===== src/rtl/mer_sweep_controller.sv =====
// rtl/mer_sweep_controller.sv - ISI sweep sequencer accumulating error and reference power per step
module mer_sweep_controller #(
    parameter int DATA_WIDTH = 18,
    parameter int LOG2_N     = 10,
    parameter int SETTLE     = 4,
    parameter int NUM_STEPS  = 4,
    parameter int ACC_W      = 2*DATA_WIDTH-1+LOG2_N
) (
    input  logic                         clk,
    input  logic                         reset,
    input  logic                         sym_en,
    input  logic                         start,
    input  logic signed [DATA_WIDTH-1:0] isi_start,
    input  logic signed [DATA_WIDTH-1:0] error_in,
    input  logic signed [DATA_WIDTH-1:0] ref_in,
    output logic signed [DATA_WIDTH-1:0] isi_power,
    output logic                         busy,
    output logic [3:0]                   step_idx,
    output logic [ACC_W-1:0]             err_acc,
    output logic [ACC_W-1:0]             sig_acc,
    output logic                         result_valid,
    input  logic                         result_ready,
    output logic                         done
);

    localparam int NSAMP   = 1 << LOG2_N;
    localparam int CNT_MAX = (SETTLE > NSAMP) ? SETTLE : NSAMP;
    localparam int CNT_W   = $clog2(CNT_MAX + 1);
    localparam int SQ_W    = 2*DATA_WIDTH-1;

    typedef enum logic [1:0] {S_IDLE, S_SETTLE, S_ACCUM, S_REPORT} state_t;

    state_t                        state_q, state_d;
    logic [CNT_W-1:0]              cnt_q, cnt_d;
    logic [3:0]                    step_q, step_d;
    logic signed [DATA_WIDTH-1:0]  isi_base_q, isi_base_d;
    logic signed [DATA_WIDTH-1:0]  isi_q, isi_d;
    logic [ACC_W-1:0]              err_q, err_d;
    logic [ACC_W-1:0]              sig_q, sig_d;
    logic                          busy_q, busy_d;
    logic                          valid_q, valid_d;
    logic                          done_q, done_d;

    // Operands are sign-extended to the square width so the product is exact at SQ_W bits.
    logic signed [SQ_W-1:0] err_ext, ref_ext;
    logic [SQ_W-1:0]        err_sq, ref_sq;
    assign err_ext = SQ_W'(error_in);
    assign ref_ext = SQ_W'(ref_in);
    assign err_sq  = err_ext * err_ext;
    assign ref_sq  = ref_ext * ref_ext;

    logic settle_last, accum_last, last_step;
    assign settle_last = (cnt_q == CNT_W'(SETTLE - 1));
    assign accum_last  = (cnt_q == CNT_W'(NSAMP - 1));
    assign last_step   = (step_q == 4'(NUM_STEPS - 1));

    always_ff @(posedge clk or negedge reset) begin
        if (!reset) begin
            state_q    <= S_IDLE;
            cnt_q      <= '0;
            step_q     <= '0;
            isi_base_q <= '0;
            isi_q      <= '0;
            err_q      <= '0;
            sig_q      <= '0;
            busy_q     <= 1'b0;
            valid_q    <= 1'b0;
            done_q     <= 1'b0;
        end else begin
            state_q    <= state_d;
            cnt_q      <= cnt_d;
            step_q     <= step_d;
            isi_base_q <= isi_base_d;
            isi_q      <= isi_d;
            err_q      <= err_d;
            sig_q      <= sig_d;
            busy_q     <= busy_d;
            valid_q    <= valid_d;
            done_q     <= done_d;
        end
    end

    always_comb begin
        state_d = state_q;
        unique case (state_q)
            S_IDLE:   if (start) state_d = S_SETTLE;
            S_SETTLE: if (sym_en && settle_last) state_d = S_ACCUM;
            S_ACCUM:  if (sym_en && accum_last) state_d = S_REPORT;
            S_REPORT: if (result_ready) state_d = last_step ? S_IDLE : S_SETTLE;
            default:  state_d = S_IDLE;
        endcase
    end

    always_comb begin
        cnt_d      = cnt_q;
        step_d     = step_q;
        isi_base_d = isi_base_q;
        isi_d      = isi_q;
        err_d      = err_q;
        sig_d      = sig_q;
        busy_d     = busy_q;
        valid_d    = valid_q;
        done_d     = 1'b0;
        unique case (state_q)
            S_IDLE: begin
                // A sym_en coincident with start is deliberately not counted.
                if (start) begin
                    cnt_d      = '0;
                    step_d     = '0;
                    isi_base_d = isi_start;
                    isi_d      = isi_start;
                    err_d      = '0;
                    sig_d      = '0;
                    busy_d     = 1'b1;
                end
            end
            S_SETTLE: begin
                if (sym_en) cnt_d = settle_last ? '0 : cnt_q + 1'b1;
            end
            S_ACCUM: begin
                if (sym_en) begin
                    err_d = err_q + ACC_W'(err_sq);
                    sig_d = sig_q + ACC_W'(ref_sq);
                    cnt_d = accum_last ? '0 : cnt_q + 1'b1;
                    if (accum_last) valid_d = 1'b1;
                end
            end
            S_REPORT: begin
                if (result_ready) begin
                    valid_d = 1'b0;
                    if (last_step) begin
                        busy_d = 1'b0;
                        isi_d  = '0;
                        done_d = 1'b1;
                    end else begin
                        step_d = step_q + 4'd1;
                        isi_d  = isi_base_q >>> (step_q + 4'd1);
                        err_d  = '0;
                        sig_d  = '0;
                        cnt_d  = '0;
                    end
                end
            end
            default: ;
        endcase
    end

    assign isi_power    = isi_q;
    assign busy         = busy_q;
    assign step_idx     = step_q;
    assign err_acc      = err_q;
    assign sig_acc      = sig_q;
    assign result_valid = valid_q;
    assign done         = done_q;

endmodule


===== config.mk =====
export PLATFORM = sky130hd
export DESIGN_NAME = mer_sweep_controller
export DESIGN_NICKNAME = d
export VERILOG_FILES = /design/src/rtl/mer_sweep_controller.sv
export SDC_FILE = /design/constraint.sdc
export NUM_CORES = 2
export LEC_CHECK = 0
export CAP_MARGIN = 20
export CORE_MARGIN = 2
export CORE_UTILIZATION = 57
export CTS_BUF_LIST = sky130_fd_sc_hd__clkbuf_4 sky130_fd_sc_hd__clkbuf_8 sky130_fd_sc_hd__clkbuf_16
export CTS_CLUSTER_DIAMETER = 200
export DETAILED_ROUTE_END_ITERATION = 8
export MAX_ROUTING_LAYER = met4
export PLACE_DENSITY_LB_ADDON = 0.1
export REMOVE_ABC_BUFFERS = 1
export SLEW_MARGIN = 10
export SYNTH_ARGS = -nofsm -noshare
export SYNTH_HDL_FRONTEND = slang
export SYNTH_SLANG_ARGS = --single-unit

===== constraint.sdc =====
create_clock -name clk -period 2.5 [get_ports clk]
set_input_delay 0.5 -clock clk [delete_from_list [all_inputs] [get_ports clk]]
set_output_delay 0.5 -clock clk [all_outputs]
set_load 0.01 [all_outputs]

; ---- Word level (Yosys, flattened, before mapping)
; Index checks and enable logic that the tools add are counted.
[totals]
register_bits = 146
inputBits = 59
output_inout_bits = 115
word_cells = 86
[classes]
addsub = 4
n_mul = 2
eq_ne = 15
n_shift = 1
muxes = 40
n_reduce_logical = 14
[ops]
columns = operator, count
row1 = 45-bit case mux with 3 select lines, 2
row2 = 45-bit 2-to-1 mux, 5
row3 = 45-bit by 35-bit adder with 45-bit output, 2
row4 = 11-bit 2-to-1 mux, 7
row5 = 18-bit by 18-bit multiplier with 35-bit output, 2
row6 = 18-bit 2-to-1 mux, 3
row7 = 11-bit case mux with 4 select lines, 1
row8 = 18-bit case mux with 2 select lines, 1
row9 = 2-bit != test (second input constant), 9
row10 = 18-bit by 4-bit >>> shifter with 18-bit output, 1
row11 = 4-bit AND reduction, 4
row12 = 4-bit 2-to-1 mux, 3
row13 = 11-bit by 1-bit adder with 11-bit output (second input constant), 1
row14 = 11-bit by 10-bit == test with 1-bit output (second input constant), 1
row15 = 11-bit by 2-bit == test with 1-bit output (second input constant), 1
row16 = 1-bit 2-to-1 mux, 10
row17 = 5-bit AND reduction, 2
row18 = 2-bit 2-to-1 mux, 4
row19 = 2-bit case mux with 4 select lines, 1
row20 = 4-bit case mux with 2 select lines, 1
row21 = 4-bit by 1-bit adder with 4-bit output (second input constant), 1
row22 = 2-bit == test (second input constant), 2
row23 = 4-bit by 2-bit == test with 1-bit output (second input constant), 1
row24 = 1-bit case mux with 2 select lines, 2
row25 = 7 further kinds, 9

; ---- Depth between registers and ports, before layout
[logic_depth]
word_depth = 5
ltp_mapped = 34
mapped_depth_nobuf = 32

; ---- Least setup slack after synthesis
; OpenSTA, ideal clock, no wires.
[synth_path]
path_kind = input port to flip-flop
start = input ref_in[6]
end = register sig_q[44] (netlist: sig_acc[44])
setup_time_ns = 0.066
t_arrival_ns = 7.854
required_time_ns = 2.434
slack_ns = -5.420
path_stages = 28
path_buffers = 3
path_cell_list = clkbuf_1 > clkbuf_1 > nand2_1 > fa_1 > fa_1 > fa_1 > fa_1 > inv_1 > fa_1 > inv_1 > fa_1 > inv_1 > ha_1 > a21boi_0 > a31oi_1 > o31ai_1 > a21o_1 > a21oi_1 > o21ai_0 > a21oi_1 > ha_1 > clkbuf_1 > nand4_1 > o311ai_1 > o21ai_1 > o21a_1 > or4_1 > nand2_1
[synth_between]
elab_chain_len = 4
[synth_rtl]
columns = element, line
row1 = start: declaration, 15  ; input logic signed [DATA_WIDTH-1:0] ref_in,
row2 = 18-bit by 18-bit multiplier with 35-bit output, 50  ; assign ref_sq = ref_ext * ref_ext;
row3 = 45-bit by 35-bit adder with 45-bit output, 123  ; sig_d = sig_q + ACC_W'(ref_sq);
row4 = 45-bit 2-to-1 mux, 121  ; if (sym_en) begin
row5 = 45-bit case mux with 3 select lines, 104  ; unique case (state_q)
row6 = end signal: assignment, 76  ; sig_q <= sig_d;
row7 = end: declaration, 39  ; logic [ACC_W-1:0] sig_q, sig_d;
; No other way between the ends. The select of a mux whose other input is x is not followed.
; A chain may end at the register's enable or synchronous reset.

; ---- Final worst setup path
[layout_path]
start = input error_in[12]
end = register err_q[33] (netlist: err_acc[33])
[layout_between]
elab_chain_len = 4
[layout_rtl]
columns = element, line
row1 = start: declaration, 14  ; input logic signed [DATA_WIDTH-1:0] error_in,
row2 = 18-bit by 18-bit multiplier with 35-bit output, 49  ; assign err_sq = err_ext * err_ext;
row3 = 45-bit by 35-bit adder with 45-bit output, 122  ; err_d = err_q + ACC_W'(err_sq);
row4 = 45-bit 2-to-1 mux, 121
row5 = 45-bit case mux with 3 select lines, 104
row6 = end signal: assignment, 75  ; err_q <= err_d;
row7 = end: declaration, 38  ; logic [ACC_W-1:0] err_q, err_d;
; No other way between the ends. The select of a mux whose other input is x is not followed.

==> impl_metrics.json <==
{
  "start_kind": "input pin",
  "cp.depth": 35,
  "grt_pass1_vias": 32264,
  "endpoint_kind": "register",
  "numCtsBuffers": 17,
  "synthArstFlopShare_pct": 100,
  "critPathMaxFanout": 6,
  "cpMostUsedCell": "inv_2",
  "grt_overflow": 0,
  "worstPathRequired_ns": 2.83,
  "fill_cells": 3087,
  "route.detailed.drc": 1,
  "ys_ff_latch": 146,
  "detail_route.iter0.violations": 2038,
  "syn2layout_area_growth_pct": 45.9,
  "slew-limit-headroom_pct": 44.0,
  "r2r-start": "err_acc[2]$_DFFE_PN0P_",
  "grtUsageTotal_pct": 35.6,
  "setup_viol": 83,
  "synth_top_cell_area_share_pct": 36.5,
  "yosysTopAreaCell": "fa_1",
  "rows": 87,
  "violations": "DRC, setup timing",
  "finalWorstSetupSlack_ns": -5.14,
  "cts.sinks": 146,
  "cts_tree": "yes",
  "die_h_um": 242,
  "cpPeakStageDelay_ns": 0.55,
  "hold_viol_final": 0,
  "cts_htree_levels": 4,
  "die-area_mm2": 0.0583,
  "synth_cell_type_count": 86,
  "coreArea_mm2": 0.0561,
  "fin_skew_ns": 0.0140,
  "status": "finished with violations",
  "netlist_area_mm2": 0.0322,
  "initial_core_util_pct": 57.4,
  "tightest_slew_ns": 0.839,
  "cts_hold_buf": 0,
  "hold_class": "in -> async",
  "multi_input_area_mm2": 0.0288,
  "synth_most_common_cell": "inv_1",
  "ant_nets": 0,
  "diodes": 0,
  "via_count": 30453,
  "place_congestion": 0.941,
  "pin_count": 174,
  "synth_common_cells": "inv_1, fa_1, nand2_1",
  "clkTransAtPathRegs_ns": 0.07,
  "fp.dieW_um": 242,
  "ff2ff_setup_slack_ns": -0.50,
  "arrival_ns": 7.97,
  "viasPerCell": 5.66,
  "synth_adder_area_share_pct": 47.4,
  "post_route_cells_drive_above_1_share_pct": 37.0,
  "clkLatencyLatePin_ns": 0.44,
  "grt_max_degree": 56,
  "synth_cells": 3609,
  "slowest_stage": "fa_1",
  "fmax_mhz": 131,
  "io_buffers": 173,
  "crit_buf_inv": 11,
  "grt_pass1_wl_mm": 163,
  "ys.flop_type": "dfrtp_1",
  "fin_cells": 5385,
  "min_period_ns": 7.64,
  "crit_family": "adder cells",
  "syn_area_per_cell_um2": 8.91,
  "synth_top_family_by_area": "adder cells",
  "grt_antenna_before_repair": 0,
  "place_area_mm2": 0.0401,
  "finalCritPeriodShare_pct": 306,
  "synth.top_cells.by_area": "fa_1, dfrtp_1, ha_1, inv_1, nand2_1",
  "synth_mux_area_share_pct": 2.28,
  "cts_buffer_depth": 2,
  "post-dp-hpwl_mm": 75.9,
  "rr_endpoint": "err_acc[33]$_DFFE_PN0P_",
  "synth.yosys.warnings": 0,
  "synthXorXnorAreaFrac_pct": 3.70,
  "cap_violations": 0,
  "firstDrtPassIters": 7,
  "synth-simple-area-share_pct": 11.9,
  "critPathKind": "in -> reg",
  "avgRoutedWirePerCell_um": 20.6,
  "cts_root_buffer": "clkbuf_16",
  "reg2reg_depth": 11,
  "wirelength_mm": 111,
  "postLayoutCellArea_mm2": 0.0469,
  "slew_violations": 0,
  "nets": 5542,
  "synth_seq_area_share_pct": 11.4,
  "synth-edff-count": 0,
  "regArea_mm2": 0.00365,
  "dpl.cell_count": 5159,
  "rsz0062_at_grt": "true",
  "synth_compound_area_share_pct": 12.0
}
-- worst register-to-register path, delay by kind of cell (launching register included) --
family | cells | cell delay [ns]
simple gates | 1 | 0.34
flops | 1 | 0.39
compound gates | 7 | 1.46
fa+ha+maj | 1 | 0.32
buf+inv | 2 | 0.37
-- timing repair --
action	CTS	global route
setup buffers	122	100
pin swaps	398	351
gates resized for setup	836	499
setup endpoints to repair	84	91
gates cloned	5	0
-- cell type report --
| cell class | count | area share, % |
|---|---|---|
| Clock buffer | 20 | 0.968 |
| Clock inverter | 12 | 0.264 |
| Inverter | 862 | 6.95 |
| Multi-Input combinational cell | 2492 | 61.4 |
| Sequential cell | 146 | 7.79 |
| Tap cell | 756 | 2.02 |
| Timing Repair Buffer | 1097 | 20.6 |
-- metal layers --
metal | global-route usage [%] | part of all wire [%]
met1 | 45.4 | 38
met2 | 59.2 | 50
met3 | 5.50 | 6.6
met4 | 10.4 | 5.1
met5 | - | 0
-- registers in the layout, summed over array words and instances (netlist names) --
name	cells
err_acc	45
sig_acc	45
isi_base_q	18
isi_power	18
cnt_q	11
step_idx	4
state_q	2
busy	1
done	1
result_valid	1
-- per-stage QoR --
| step | setup TNS [ns] | hold slack, ns | util (%) | setup WS [ns] |
|---|---|---|---|---|
| 2_1_floorplan | -342.02 | 0.204 | - | -5.15 |
| 3_5_place_dp | -436.05 | 0.472 | 71.5 | -6.48 |
| 5_1_grt | -355.46 | 0.0713 | 83.7 | -5.29 |
| 6_report | -343.11 | 0.0362 | 83.7 | -5.14 |
| 3_3_place_gp | -426.09 | 0.462 | 71.5 | -6.21 |
| 4_1_cts | -324.89 | 0.0597 | 78.7 | -4.80 |
-- how the worst max path moves through the flow --
stage | startpoint | endpoint | slack (ns)
floorplan | ref_in[9] | sig_acc[44]$_DFFE_PN0P_ | -5.15
global placement | error_in[4] | err_acc[33]$_DFFE_PN0P_ | -6.21
detailed placement | error_in[4] | err_acc[35]$_DFFE_PN0P_ | -6.48
CTS | error_in[2] | err_acc[33]$_DFFE_PN0P_ | -4.80
global route | error_in[12] | err_acc[33]$_DFFE_PN0P_ | -5.29
finish | error_in[12] | err_acc[33]$_DFFE_PN0P_ | -5.14
-- layout by cell type, fill, tap and decap left out, types with 67 or more instances in the layout --
| cell type | instances |
|---|---|
| o21ai_0 | 78 |
| a21oi_1 | 67 |
| buf_4 | 737 |
| inv_2 | 95 |
| ha_4 | 90 |
| inv_1 | 758 |
| nand2_1 | 343 |
| dfrtp_1 | 146 |
| clkdlybuf4s50_1 | 136 |
| buf_6 | 167 |
| nor2_1 | 108 |
| ha_1 | 177 |
| fa_1 | 546 |
-- cell families (layout without fill, tap and decap cells) --
| kind of cell | after synthesis | after routing |
|---|---|---|
| adders and majority gates | 867 | 867 |
| muxes | 59 | 59 |
| AOI/OAI and AO/OA | 595 | 595 |
| xor gates and xnor gates | 136 | 136 |
| buffers and inverters | 971 | 1991 |
| and+or+nand+nor | 835 | 835 |
| DFF | 146 | 146 |
Power is not shown: default switching activity piles up to over one toggle a cycle in this logic, so the estimate is an artifact.
